### src/rtl/onewire_pkg.sv
// Shared definitions for the byte-level 1-Wire master: op codes, FSM states
// and slot timing expressed in 0.25 us ticks.
package onewire_pkg;

  localparam int CNT_W = 12;

  typedef enum logic [1:0] {
    OP_RESET = 2'd0,
    OP_WRITE = 2'd1,
    OP_READ  = 2'd2,
    OP_RSVD  = 2'd3
  } op_t;

  typedef enum logic [2:0] {
    S_IDLE,
    S_RST_LOW,
    S_RST_WAIT,
    S_RST_REC,
    S_SLOT_LOW,
    S_SLOT_REL,
    S_RSP
  } state_t;

  // Reset-pulse points are counted from bus release; slot points from slot start.
  typedef struct packed {
    logic [CNT_W-1:0] rst_low;
    logic [CNT_W-1:0] rst_pres;
    logic [CNT_W-1:0] rst_end;
    logic [CNT_W-1:0] slot_low1;
    logic [CNT_W-1:0] slot_low0;
    logic [CNT_W-1:0] slot_samp;
    logic [CNT_W-1:0] slot_end;
  } timing_t;

  localparam timing_t T_STD = '{rst_low: 12'd1920, rst_pres: 12'd280, rst_end: 12'd1920,
                                slot_low1: 12'd24, slot_low0: 12'd240, slot_samp: 12'd60,
                                slot_end: 12'd280};
  localparam timing_t T_OD  = '{rst_low: 12'd280, rst_pres: 12'd34, rst_end: 12'd280,
                                slot_low1: 12'd4, slot_low0: 12'd30, slot_samp: 12'd8,
                                slot_end: 12'd40};

  function automatic timing_t timing_sel(input logic od);
    return od ? T_OD : T_STD;
  endfunction

endpackage

### src/rtl/onewire_if.sv
// Command/response port of the 1-Wire master, seen from the software front end.
interface onewire_if;

  // Both channels are valid/ready: a transfer happens on a clock edge where
  // valid && ready are both high; valid and payload stay stable until then.
  logic       cmd_valid;
  logic       cmd_ready;
  logic [1:0] cmd_op;
  logic [7:0] cmd_data;
  logic       rsp_valid;
  logic       rsp_ready;
  logic [7:0] rsp_data;
  logic       rsp_pres;

  modport master (
    output cmd_valid, cmd_op, cmd_data, rsp_ready,
    input  cmd_ready, rsp_valid, rsp_data, rsp_pres
  );

  modport slave (
    input  cmd_valid, cmd_op, cmd_data, rsp_ready,
    output cmd_ready, rsp_valid, rsp_data, rsp_pres
  );

endinterface

### src/rtl/onewire_tick_gen.sv
// Timing-tick prescaler: one-cycle tick every TICK_DIV clocks, restartable by clr.
module onewire_tick_gen #(
  parameter int TICK_DIV = 25
) (
  input  logic clk,
  input  logic rst,
  input  logic clr,
  output logic tick
);

  localparam int CW = (TICK_DIV > 1) ? $clog2(TICK_DIV) : 1;
  localparam logic [CW-1:0] LAST = CW'(TICK_DIV - 1);

  logic [CW-1:0] cnt;

  always_ff @(posedge clk) begin
    if (rst || clr || cnt == LAST) cnt <= '0;
    else                           cnt <= cnt + 1'b1;
  end

  assign tick = (cnt == LAST);

endmodule

### src/rtl/onewire_master.sv
// Byte-level 1-Wire master: reset/presence, write-byte and read-byte slots on an
// open-drain line (o_data 0 = pull low, 1 = release).
module onewire_master
  import onewire_pkg::*;
#(
  parameter int CLK_FREQ_HZ = 100_000_000,
  parameter int TICK_HZ     = 4_000_000
) (
  input  logic      clk,
  input  logic      rst,
  input  logic      FS,
  onewire_if.slave  cmd,
  output logic      busy,
  input  logic      i_data,
  output logic      o_data,
  output state_t    dbg_state
);

  localparam int TICK_DIV = CLK_FREQ_HZ / TICK_HZ;

  state_t           state, state_next;
  logic [CNT_W-1:0] phase, phase_next, phase_inc;
  logic [2:0]       bit_cnt, bit_next;
  logic [7:0]       tx_q;
  logic [7:0]       shift_q, shift_next;
  logic             pres_q, pres_next;
  logic             od_q;
  logic             sync_1, sync_i;
  logic             tick, accept, slot_sample;
  logic [CNT_W-1:0] slot_low;
  timing_t          tm;

  assign cmd.cmd_ready = (state == S_IDLE) && !rst;
  assign accept        = cmd.cmd_valid && cmd.cmd_ready;

  onewire_tick_gen #(.TICK_DIV(TICK_DIV)) u_tick (
    .clk  (clk),
    .rst  (rst),
    .clr  (accept),
    .tick (tick)
  );

  assign tm          = timing_sel(od_q);
  assign phase_inc   = phase + 1'b1;
  assign slot_low    = tx_q[bit_cnt] ? tm.slot_low1 : tm.slot_low0;
  // A 0-bit is still held low at the sample point, so sampling covers both slot phases.
  assign slot_sample = tick && (phase_inc == tm.slot_samp) &&
                       (state == S_SLOT_LOW || state == S_SLOT_REL);

  always_comb begin
    state_next = state;
    phase_next = phase;
    bit_next   = bit_cnt;
    shift_next = slot_sample ? {sync_i, shift_q[7:1]} : shift_q;
    pres_next  = pres_q;
    case (state)
      S_IDLE: begin
        if (accept) begin
          state_next = (cmd.cmd_op == OP_WRITE || cmd.cmd_op == OP_READ) ? S_SLOT_LOW : S_RST_LOW;
          phase_next = '0;
          bit_next   = '0;
          shift_next = '0;
          pres_next  = 1'b0;
        end
      end
      S_RST_LOW: begin
        if (tick) begin
          phase_next = phase_inc;
          if (phase_inc == tm.rst_low) begin
            state_next = S_RST_WAIT;
            phase_next = '0;
          end
        end
      end
      S_RST_WAIT: begin
        if (tick) begin
          phase_next = phase_inc;
          if (phase_inc == tm.rst_pres) begin
            pres_next  = ~sync_i;
            state_next = S_RST_REC;
          end
        end
      end
      S_RST_REC: begin
        if (tick) begin
          phase_next = phase_inc;
          if (phase_inc == tm.rst_end) begin
            state_next = S_RSP;
            phase_next = '0;
          end
        end
      end
      S_SLOT_LOW: begin
        if (tick) begin
          phase_next = phase_inc;
          if (phase_inc == slot_low) state_next = S_SLOT_REL;
        end
      end
      S_SLOT_REL: begin
        if (tick) begin
          phase_next = phase_inc;
          if (phase_inc == tm.slot_end) begin
            phase_next = '0;
            if (bit_cnt == 3'd7) begin
              state_next = S_RSP;
            end else begin
              bit_next   = bit_cnt + 1'b1;
              state_next = S_SLOT_LOW;
            end
          end
        end
      end
      S_RSP: begin
        if (cmd.rsp_ready) state_next = S_IDLE;
      end
      default: state_next = S_IDLE;
    endcase
  end

  always_ff @(posedge clk) begin
    if (rst) begin
      state   <= S_IDLE;
      phase   <= '0;
      bit_cnt <= '0;
      shift_q <= '0;
      pres_q  <= 1'b0;
      tx_q    <= '0;
      od_q    <= 1'b0;
      o_data  <= 1'b1;
      sync_1  <= 1'b1;
      sync_i  <= 1'b1;
    end else begin
      state   <= state_next;
      phase   <= phase_next;
      bit_cnt <= bit_next;
      shift_q <= shift_next;
      pres_q  <= pres_next;
      sync_1  <= i_data;
      sync_i  <= sync_1;
      o_data  <= !(state_next == S_RST_LOW || state_next == S_SLOT_LOW);
      if (accept) begin
        tx_q <= (cmd.cmd_op == OP_WRITE) ? cmd.cmd_data : 8'hFF;
        od_q <= FS;
      end
    end
  end

  assign cmd.rsp_valid = (state == S_RSP);
  assign cmd.rsp_data  = shift_q;
  assign cmd.rsp_pres  = pres_q;
  assign busy          = (state != S_IDLE);
  assign dbg_state     = state;

endmodule

### src/flat_wrapper.sv
// flat-port wrapper written by rule: the top's interface ports become plain ports
module onewire_master_flat import onewire_pkg::*;
#(
  parameter int CLK_FREQ_HZ = 100_000_000,
  parameter int TICK_HZ     = 4_000_000
)
  (clk, rst, FS, busy, i_data, o_data, dbg_state, cmd_cmd_valid, cmd_cmd_op, cmd_cmd_data, cmd_rsp_ready, cmd_cmd_ready, cmd_rsp_valid, cmd_rsp_data, cmd_rsp_pres);
  onewire_if cmd_i ();
  input  logic clk;
  input  logic rst;
  input  logic FS;
  output logic busy;
  input  logic i_data;
  output logic o_data;
  output state_t dbg_state;
  input wire logic [$bits(cmd_i.cmd_valid)-1:0] cmd_cmd_valid;
  input wire logic [$bits(cmd_i.cmd_op)-1:0] cmd_cmd_op;
  input wire logic [$bits(cmd_i.cmd_data)-1:0] cmd_cmd_data;
  input wire logic [$bits(cmd_i.rsp_ready)-1:0] cmd_rsp_ready;
  output wire logic [$bits(cmd_i.cmd_ready)-1:0] cmd_cmd_ready;
  output wire logic [$bits(cmd_i.rsp_valid)-1:0] cmd_rsp_valid;
  output wire logic [$bits(cmd_i.rsp_data)-1:0] cmd_rsp_data;
  output wire logic [$bits(cmd_i.rsp_pres)-1:0] cmd_rsp_pres;
  assign cmd_i.cmd_valid = cmd_cmd_valid;
  assign cmd_i.cmd_op = cmd_cmd_op;
  assign cmd_i.cmd_data = cmd_cmd_data;
  assign cmd_i.rsp_ready = cmd_rsp_ready;
  assign cmd_cmd_ready = cmd_i.cmd_ready;
  assign cmd_rsp_valid = cmd_i.rsp_valid;
  assign cmd_rsp_data = cmd_i.rsp_data;
  assign cmd_rsp_pres = cmd_i.rsp_pres;
  onewire_master #(.CLK_FREQ_HZ(CLK_FREQ_HZ), .TICK_HZ(TICK_HZ)) u_core (.clk(clk), .rst(rst), .FS(FS), .cmd(cmd_i), .busy(busy), .i_data(i_data), .o_data(o_data), .dbg_state(dbg_state));
endmodule
### config.mk
export PLATFORM = sky130hd
export DESIGN_NAME = onewire_master_flat
export DESIGN_NICKNAME = d
export VERILOG_FILES = /design/src/rtl/onewire_pkg.sv /design/src/rtl/onewire_if.sv /design/src/rtl/onewire_tick_gen.sv /design/src/rtl/onewire_master.sv /design/src/flat_wrapper.sv
export SDC_FILE = /design/constraint.sdc
export NUM_CORES = 1
export LEC_CHECK = 0
export BUFFER_PORTS_ARGS = -buffer_cell sky130_fd_sc_hd__buf_2
export CAP_MARGIN = 5
export CORE_MARGIN = 1
export CORE_UTILIZATION = 50
export CTS_BUF_LIST = sky130_fd_sc_hd__clkbuf_8 sky130_fd_sc_hd__clkbuf_16
export DETAILED_ROUTE_END_ITERATION = 10
export PLACE_DENSITY = 0.7
export SETUP_SLACK_MARGIN = 0.05
export SLEW_MARGIN = 40
export SYNTH_ARGS = -nofsm -noshare
export SYNTH_HDL_FRONTEND = slang
export SYNTH_SLANG_ARGS = --single-unit
### constraint.sdc
create_clock -name clk -period 8.86 [get_ports clk]
set_input_delay 0.443 -clock clk [delete_from_list [all_inputs] [get_ports clk]]
set_output_delay 0.443 -clock clk [all_outputs]
set_load 0.005 [all_outputs]
==> results by group <==
Worst setup path
  – CP bufs+invs: 0
  – Critical path data required time: 9.02 ns
  – R2R depth: 9
  – Worst setup EP type: flip-flop
  – Setup CP Type: flip-flop to flip-flop
  – Slowest cell on the critical path: or4_1
  – Startpoint Class: flip-flop
  – CP peak stage delay: 0.59 ns
  – Arrival @ worst endpoint: 3.78 ns
  – Crit path max fanout: 14
  – CP cell instances: ha_1 -> nand3_2 -> or4_1 -> and2_1 -> o311ai_0 -> nor4b_4 -> a31oi_1 -> nor3_1 -> o211ai_1
  – Worst path depth: 9
  – Largest delay share family, worst path: simple AND/OR/NAND/NOR gates

Final layout
  – Antenna cells: 0
  – Share of cells above drive strength 1: 16.58%
  – Fillers: 555
  – Area occupied by multi-input gates: 0.001894 sq mm
  – Final nets: 411
  – Area Overhead vs Synth: 6.092%
  – FF/Latch Area: 880.8 sq um

Logic synthesis
  – Post-synth top area share: 29.18%
  – Synth warnings: 0
  – Top post-synthesis cells by area: dfxtp_1 29%, nor2_1 5.7%, nand2_1 4.0%
  – Synth cell count leaders: 46 x nor2_1, 44 x dfxtp_1, 32 x nand2_1, 23 x inv_1, 20 x nor3_1
  – Post-Syn Area: 0.003019 sq mm
  – Post-synthesis area per instance: 8.094 sq um
  – Asr flop ratio synth: 0%
  – Top-count cell post-synth: nor2_1
  – Primary FF master, synth: dfxtp_1
  – Post-synth EDFFs: 0
  – Seq cells post-synth: 44
  – Post-Syn Instances: 373
  – Syn Nets: 398
  – Netlist cell types: 71
  – Cell accounting for the most synthesized area: dfxtp_1
  – Register area share after synthesis: 29.18%

STA
  – Peak Freq: 0.2761 GHz
  – Setup violators final: 0
  – Measured slew at the worst slew-check pin: 0.7377 ns
  – Clock skew: 0.005501 ns
  – Worst setup margin: 5.238 ns
  – Crit share post-route: 40.88%
  – Fin. max-slew vios: 0
  – Final critical-path required period: 3.622 ns
  – TNS Setup: 0 ns
  – Fin. Hold Viols: 0
  – Relative slew slack: 50.75%
  – RSZ-0062 raised after global routing: false

Job
  – Max-cap viol count: 0

Routing
  – Via count: 2780
  – Routed Antenna Nets: 0
  – WL final: 7010 um
  – Initial DRC count: 253
  – Vias per cell: 6.070
  – Pre-Repair DR Iteration Count: 5
  – Post-DR wirelength/cell: 15.31 um
  – DRC: 0

Hold path
  – HP Class: input pin to flip-flop
  – Cells on Worst Hold Path: 2

CTS
  – CTS tree: yes
  – H-tree Lvls: 2
  – Root buf cell: clkbuf_8
  – Max clock buf depth: 2
  – Post-cts hold buffer count: 0
  – Number of clock buffers inserted by TritonCTS: 5
  – Clock Sinks: 44
  – Clock slew at reported path FFs: 0.09 ns
  – Post_cts resized: 0
  – Clock latency on the worst-skew pair: 0.30 ns
  – Post-CTS Setup Repair Bufs: 0

Power and ir drop
  – P_int: 278.9 uW
  – Switch Pwr: 111.3 uW
  – Worst IR Drop VDD: 0.1075 mV
  – Share of power burned in registers: 54.2%
  – Sw frac: 28.53%
  – Clock power frac: 31.6%
  – Overall Power: 390.2 uW
  – Power per cell area: 121.8 mW/mm^2
  – Gate power share: 14.2%
  – Lkg Pwr: 0.001173 uW

Die
  – Initial core utilization: 53.20%
  – # IOs: 32
  – Core Area: 0.005675 sq mm
  – Die Wd: 79.71 um
  – Die area: 0.006353 sq mm
  – Die Ht: 79.71 um
  – Std cell rows: 27

Placement
  – Port Buffer Count: 31
  – Pre-CTS worst setup slack: 5.284 ns
  – Post-DP HPWL: 4980 um
  – GP Congestion: 0.8515

Global routing
  – Antenna violations before repair: 0
  – First-pass GRT wire length: 11710 um
  – Number of global-route vias before repair: 2495
  – Largest net degree at the start of global routing: 35
  – Grt ovf: 0
  – GRT Total Usage: 23.40%

Outcome
  – Run status: completed
layer usage:
metal  up-vias  wire length [um]  GRT usage (%)  share of wire, %
met5         -                 0              0                 0
met2        85              3254          37.86                46
met3        12               299          3.429               4.3
met1      1292              3358          32.28                48
met4         0                97          6.182               1.4
li1       1391                 -              -                 -
sequential cells by signal, indices dropped and copies added (netlist names):
register             count
u_core.tx_q              8
u_core.sync_i            1
u_core.o_data            1
u_core.dbg_state         3
u_core.sync_1            1
u_core.u_tick.cnt        5
u_core.phase            12
u_core.cmd.rsp_pres      1
u_core.od_q              1
u_core.bit_cnt           3
u_core.cmd.rsp_data      8
placed cells by master (no fill, tap or decap), types with 3 or more instances in the layout:
cell type / instances
nor2_1: 46
dfxtp_1: 44
nand2_1: 32
buf_2: 31
inv_1: 23
nor3_1: 20
o21ai_0: 16
nand3_1: 12
mux2i_1: 11
nand4_1: 9
a311oi_1: 9
xnor2_1: 9
ha_1: 9
a21oi_1: 8
nor4_1: 7
o31ai_1: 6
and3_1: 6
xor2_1: 5
clkbuf_8: 5
or4_1: 4
o2111ai_1: 3
and2_1: 3
or2_2: 3
a211oi_1: 3
o211ai_1: 3
a32oi_1: 3
per-stage QoR:
stage / hold WS [ns] / utilization (%) / instance area [sq um] / cells
after global routing: 0.3274 / 56.44 / 3203 / 458
after floorplan: 0.3895 / - / 3019 / 373
after detailed placement: 0.4008 / 55.00 / 3122 / 451
after global placement: 0.3932 / 54.85 / 3113 / 451
after CTS: 0.3258 / 56.44 / 3203 / 458
final: 0.3257 / 56.44 / 3203 / 458
cells by family (layout without fill, tap and decap cells):
group,count (synthesis),after routing,share of synthesized area (%)
XOR/XNOR,14,14,4.061
AND/OR/NAND/NOR,165,165,29.42
flip-flops,44,44,29.18
AO/OA/AOI/OAI,77,77,19.35
buffers and inverters,50,63,8.744
multiplexers,14,14,5.512
adder cells (fa/ha/maj),9,9,3.730
path summary, 6_finish.rpt:
check | from | to | slack [ns]
worst min-delay path | i_data | u_core.sync_1$_SDFF_PP1_ | 0.33
worst max register to register | u_core.phase[0]$_SDFFE_PP0P_ | u_core.o_data$_SDFF_PP1_ | 5.24
worst max-delay path | u_core.phase[0]$_SDFFE_PP0P_ | u_core.o_data$_SDFF_PP1_ | 5.24
worst min register to register | u_core.sync_1$_SDFF_PP1_ | u_core.sync_i$_SDFF_PP1_ | 0.42
power by group through the flow:
stage / Sequential (uW) / Clock [uW] / Combinational (uW)
after floorplan: 212 / 0 / 41.9
after global placement: 216 / 0 / 54.1
after detailed placement: 216 / 0 / 54.7
after CTS: 211 / 125 / 55.0
after global routing: 213 / 134 / 61.2
final: 211 / 123 / 55.3
area by class of cell:
| cell class | count | area share (%) |
|---|---|---|
| Multi-Input combinational cell | 279 | 59.14 |
| Sequential cell | 44 | 27.50 |
| Timing Repair Buffer | 33 | 5.312 |
| Tap cell | 72 | 2.813 |
| Inverter | 23 | 2.695 |
| Clock buffer | 5 | 2.148 |
| Clock inverter | 2 | 0.3906 |
Power figures use the tool's default switching activity.
